`src/rtl/register_file_if.sv`:
```
// Register file access bus: decode/writeback side (master) to register array (slave).
interface register_file_if #(
   parameter int unsigned DATA_WIDTH = 32,
   parameter int unsigned ADDR_WIDTH = 5
);
   logic                  RegWrite;
   logic [ADDR_WIDTH-1:0] Read_Reg1;
   logic [ADDR_WIDTH-1:0] Read_Reg2;
   logic [ADDR_WIDTH-1:0] Write_Reg;
   logic [DATA_WIDTH-1:0] writeData;
   logic [DATA_WIDTH-1:0] Read_Data1;
   logic [DATA_WIDTH-1:0] Read_Data2;

   modport master (
      output RegWrite, Read_Reg1, Read_Reg2, Write_Reg, writeData,
      input  Read_Data1, Read_Data2
   );

   modport slave (
      input  RegWrite, Read_Reg1, Read_Reg2, Write_Reg, writeData,
      output Read_Data1, Read_Data2
   );
endinterface

```
`src/rtl/register_file.sv`:
```
// 32 x 32 register file: two combinational read ports, one synchronous write port,
// register 0 hardwired to zero, asynchronous active-high clear.
module register_file #(
   parameter int unsigned DATA_WIDTH = 32,
   parameter int unsigned ADDR_WIDTH = 5
) (
   input logic                clock,
   input logic                rst,
   register_file_if.slave     rf
);
   localparam int unsigned DEPTH = 2 ** ADDR_WIDTH;

   logic [DATA_WIDTH-1:0] regs [DEPTH];
   logic                  wr_en_c;

   // Writes to address 0 are dropped so entry 0 never leaves its reset value.
   assign wr_en_c = rf.RegWrite && (rf.Write_Reg != '0);

   // Register array: cleared asynchronously by rst, written on the rising clock edge.
   always_ff @(posedge clock or posedge rst) begin
      if (rst) begin
         for (int i = 0; i < int'(DEPTH); i++) begin
            regs[i] <= '0;
         end
      end else if (wr_en_c) begin
         regs[rf.Write_Reg] <= rf.writeData;
      end
   end

   // Combinational reads with no write bypass; address 0 forced to zero.
   always_comb begin
      rf.Read_Data1 = '0;
      rf.Read_Data2 = '0;
      if (rf.Read_Reg1 != '0) rf.Read_Data1 = regs[rf.Read_Reg1];
      if (rf.Read_Reg2 != '0) rf.Read_Data2 = regs[rf.Read_Reg2];
   end
endmodule

```
`src/flat_wrapper.sv`:
```
// flat-port wrapper written by rule: the top's interface ports become plain ports
module register_file_flat 
#(
   parameter int unsigned DATA_WIDTH = 32,
   parameter int unsigned ADDR_WIDTH = 5
)
  (clock, rst, rf_RegWrite, rf_Read_Reg1, rf_Read_Reg2, rf_Write_Reg, rf_writeData, rf_Read_Data1, rf_Read_Data2);
  register_file_if #(.DATA_WIDTH(DATA_WIDTH), .ADDR_WIDTH(ADDR_WIDTH)) rf_i ();
  input logic clock;
  input logic rst;
  input wire logic [$bits(rf_i.RegWrite)-1:0] rf_RegWrite;
  input wire logic [$bits(rf_i.Read_Reg1)-1:0] rf_Read_Reg1;
  input wire logic [$bits(rf_i.Read_Reg2)-1:0] rf_Read_Reg2;
  input wire logic [$bits(rf_i.Write_Reg)-1:0] rf_Write_Reg;
  input wire logic [$bits(rf_i.writeData)-1:0] rf_writeData;
  output wire logic [$bits(rf_i.Read_Data1)-1:0] rf_Read_Data1;
  output wire logic [$bits(rf_i.Read_Data2)-1:0] rf_Read_Data2;
  assign rf_i.RegWrite = rf_RegWrite;
  assign rf_i.Read_Reg1 = rf_Read_Reg1;
  assign rf_i.Read_Reg2 = rf_Read_Reg2;
  assign rf_i.Write_Reg = rf_Write_Reg;
  assign rf_i.writeData = rf_writeData;
  assign rf_Read_Data1 = rf_i.Read_Data1;
  assign rf_Read_Data2 = rf_i.Read_Data2;
  register_file #(.DATA_WIDTH(DATA_WIDTH), .ADDR_WIDTH(ADDR_WIDTH)) u_core (.clock(clock), .rst(rst), .rf(rf_i));
endmodule
```
`config.mk`:
```
export PLATFORM = sky130hd
export DESIGN_NAME = register_file_flat
export DESIGN_NICKNAME = d
export VERILOG_FILES = /design/src/rtl/register_file_if.sv /design/src/rtl/register_file.sv /design/src/flat_wrapper.sv
export SDC_FILE = /design/constraint.sdc
export NUM_CORES = 2
export LEC_CHECK = 0
export CAP_MARGIN = 15
export CORE_ASPECT_RATIO = 1.75
export CORE_UTILIZATION = 57
export CTS_BUF_LIST = sky130_fd_sc_hd__clkbuf_16
export DETAILED_ROUTE_END_ITERATION = 6
export PLACE_DENSITY = 0.82
export SYNTH_ARGS = -nofsm -noshare
export SYNTH_HDL_FRONTEND = slang
export SYNTH_SLANG_ARGS = --single-unit
export TNS_END_PERCENT = 1
```
`constraint.sdc`:
```
create_clock -name clock -period 35.8 [get_ports clock]
set_input_delay 7.16 -clock clock [delete_from_list [all_inputs] [get_ports clock]]
set_output_delay 7.16 -clock clock [all_outputs]
set_load 0.01 [all_outputs]
```
==> results.sh <==
export IMPL_run_status="finished clean"
export IMPL_finalCritPeriodShare=0.526
export IMPL_fillers=6769
export IMPL_cts_bufs_inserted=88
export IMPL_die_h_um=413
export IMPL_port_buffer_count=113
export IMPL_most_common_layout_cells="dfrtp_1 (1,024), mux2_2 (1,005), mux4_2 (447)"
export IMPL_via_count_normalized_by_instance_count=7.50
export IMPL_final_max_slew_violation_count=0
export IMPL_io_pin_count=114
export IMPL_place_inst=4598
export IMPL_wl_met2_mm=79.4
export IMPL_first_global_vias=37400
export IMPL_synth_area_um2=54900
export IMPL_largest_register_ffs=1024
export IMPL_timing_critical_path_fanout_max=76
export IMPL_finalHoldViolCount=0
export IMPL_postLayoutCellArea_um2=58900
export IMPL_required_ns=28.64
export IMPL_cts_clk_slew_worst_paths_ns=0.07
export IMPL_fp_dieArea_um2=97700
export IMPL_postPlaceCellArea_um2=55900
export IMPL_die_width_um=237
export IMPL_start_util=0.575
export IMPL_r2r_worst_path_cells=1
export IMPL_worst_hold_startpoint="u_core.regs[1022]$_DFFE_PP0P_"
export IMPL_startpoint="rf_Read_Reg2[2]"
export IMPL_h_tree_depth=3
export IMPL_yosysWarnings=0
export IMPL_pwr_dens_nw_per_um2=54.9
export IMPL_dpl_hpwl_mm=91.3
export IMPL_std_cell_rows=150
export IMPL_synth_flop_cell="dfrtp_1"
export IMPL_area_growth_synth_to_final_pct=7.15
export IMPL_core_area_um2=95500
export IMPL_met3RoutedLength_mm=16.9
export IMPL_hold_path_class="register to register"
export IMPL_worst_hold_slack_ns=0.397
export IMPL_critical_register_to_register_path_startpoint="u_core.regs[464]$_DFFE_PP0P_"
export IMPL_synth_seq_area_share=0.466
export IMPL_average_cell_area_after_synthesis_um2=15.2
export IMPL_combPwrFrac=0.210
export IMPL_critPathLaunchType="input pin"
export IMPL_timing_critical_path_to_type="primary output"
export IMPL_post_cts_repair_setup_buffers=0
export IMPL_route_antenna_remaining_nets=0
export IMPL_maximum_number_of_pins_on_one_net_before_global_route_repair=165
export IMPL_tns_ns=0
export IMPL_final_layout_size_suffix_gt1_frac=0.485
export IMPL_power_switching_mw=0.887
export IMPL_max_slew_margin_rel=0.167
export IMPL_timing_fmax_ghz=0.0531
export IMPL_registers_top_by_ff_count="u_core.regs"
export IMPL_grt_first_pass_wirelength_mm=246
export IMPL_asyncSetResetFlopFracSynth=1.00
export IMPL_global_route_overflow_total=0
export IMPL_slew_at_the_pin_closest_to_its_max_slew_limit_ns=1.25
export IMPL_largest_registers="u_core.regs (1024)"
export IMPL_wl_mm=166
export IMPL_shortest_clock_period_the_worst_path_allows_after_layout_ns=18.84
export IMPL_tritoncts_clock_tree="yes"
export IMPL_post_cts_resize_count=0
export IMPL_layout_nets=3522
export IMPL_place_gp_congestion=0.832
export IMPL_regToRegSetupSlack_ns=34.96
export IMPL_number_of_distinct_library_cells_after_synthesis=41
export IMPL_routed_top_layer="met5"
export IMPL_clockPowerShare=0.312
export IMPL_fin_skew_ns=0
export IMPL_wl_met1_mm=57.9
export IMPL_finalSetupViolCount=0
export IMPL_detailroute_via_count=35700
export IMPL_globalRouteTotalUtil=0.346
export IMPL_drtPass1Iterations=6
export IMPL_mappedNetlistNets=3664
export IMPL_irDropWorstVdd_v=0.0000427
export IMPL_clock_sink_count=1024
export IMPL_layout_cells_most_common="dfrtp_1"
export IMPL_clk_path_buf_depth=3
export IMPL_p_int_mw=2.34
export IMPL_number_of_enable_type_register_cells_in_the_synthesized_netlist=0
export IMPL_leakagePower_nw=25.1
export IMPL_worstSetupEndpoint="rf_Read_Data2[31]"
export IMPL_drc=0
export IMPL_synth_ff_latch_count=1024
export IMPL_route_detailed_wl_per_inst_um=34.9
export IMPL_power_mw=3.23
export IMPL_drt_iter0_markers=3911
export IMPL_postSynthCellCount=3614
export IMPL_stdcell_count=4759
export IMPL_netSwitchingFraction=0.275
export IMPL_sequentialPowerShare=0.478
export IMPL_clockRootBuffer="clkbuf_16"
export IMPL_clk_latency_ns=0.68
export IMPL_unrepaired_setup_endpoints_after_global_routing="false"
export IMPL_initial_antenna_violation_count=6
export IMPL_cts_hold_repair_buffers=0
export IMPL_timing_worst_setup_path_type="input pin to primary output"
export IMPL_r2r_end="u_core.regs[464]$_DFFE_PP0P_"
export IMPL_drv_cap=0
export IMPL_worst_ep_arrival_time_ns=11.68
[area by class of cell]
| cell class | instances | area (um^2) | area share |
|---|---|---|---|
| diodes | 2 | 5.00 | 0.0000850 |
| clock buffers | 88 | 2200 | 0.0374 |
| clock inverters | 71 | 752 | 0.0128 |
| inverters | 3 | 20.0 | 0.000340 |
| multi-input cells | 2163 | 27000 | 0.458 |
| flip-flops and latches | 1024 | 25600 | 0.435 |
| well taps | 1216 | 1520 | 0.0258 |
| repair buffers | 192 | 1760 | 0.0300 |
[routing by layer]
layer / GRT usage / vias to the layer above
met5: 0 / -
met1: 0.428 / 19000
met4: 0.218 / 8
li1: - / 13700
met2: 0.553 / 2292
met3: 0.0795 / 689
[synthesized netlist by cell type, types with 2 or more instances]
master | instances | area, um^2
dfrtp_1 | 1024 | 25600
o21ai_0 | 16 | 80.1
nand2_1 | 50 | 188
or4_4 | 2 | 22.5
a211oi_1 | 64 | 480
mux2i_1 | 128 | 1280
clkbuf_1 | 172 | 646
o21ai_1 | 95 | 475
mux4_2 | 447 | 10100
nand3b_1 | 4 | 30.0
nor2b_1 | 66 | 413
and2_1 | 2 | 12.5
buf_4 | 62 | 465
inv_2 | 2 | 7.51
buf_2 | 120 | 601
or2_1 | 2 | 12.5
o2111ai_1 | 17 | 149
mux2_2 | 1005 | 11300
and2b_4 | 2 | 20.0
buf_6 | 65 | 732
nor2_1 | 13 | 48.8
mux2_1 | 51 | 574
a22oi_1 | 64 | 480
a311oi_1 | 64 | 561
a221oi_1 | 46 | 403
nor2_2 | 10 | 62.6
nor3b_1 | 4 | 30.0
nand3_1 | 2 | 10.0
nand2b_1 | 2 | 12.5
buf_1 | 2 | 7.51
[cells by family (layout without fill, tap and decap cells)]
group	Yosys count	count (layout)	synth area share
DFF	1024	1024	0.466
and+or+nand+nor	164	164	0.0163
buffers and inverters	427	354	0.0457
muxes	1632	1632	0.423
AOI/OAI and AO/OA	367	367	0.0481
other	0	2	0
[worst max-delay path, stage by stage]
cell             delay, ns
buf_8                 0.42
buf_4                 0.76
buf_4                 0.87
or4_4                 0.87
o21ai_1               0.15
a311oi_1              0.66
clkdlybuf4s50_1       0.68
[power by group through the flow]
stage / registers [mW] / logic [mW] / clock network (mW)
floorplan: 1.50 / 0.536 / 0
global placement: 1.53 / 0.650 / 0
detailed placement: 1.55 / 0.671 / 0
CTS: 1.53 / 0.675 / 1.01
global route: 1.57 / 0.718 / 1.06
finish: 1.54 / 0.677 / 1.01
[worst min-delay path by stage]
stage	endpoint	cells past startpoint	slack, ns
after CTS	u_core.regs[1022]$_DFFE_PP0P_	0	0.40
final	u_core.regs[1022]$_DFFE_PP0P_	0	0.40
after floorplan	u_core.regs[1000]$_DFFE_PP0P_	1	0.44
after global placement	u_core.regs[997]$_DFFE_PP0P_	0	0.38
after global routing	u_core.regs[1008]$_DFFE_PP0P_	0	0.41
after detailed placement	u_core.regs[1022]$_DFFE_PP0P_	0	0.38
[stage by stage]
stage,setup slack [ns],util
2_1_floorplan,14.53,-
3_3_place_gp,17.01,0.585
3_5_place_dp,17.01,0.585
4_1_cts,17.01,0.616
5_1_grt,16.82,0.616
6_report,16.96,0.616
(Power assumes the default switching activity.)
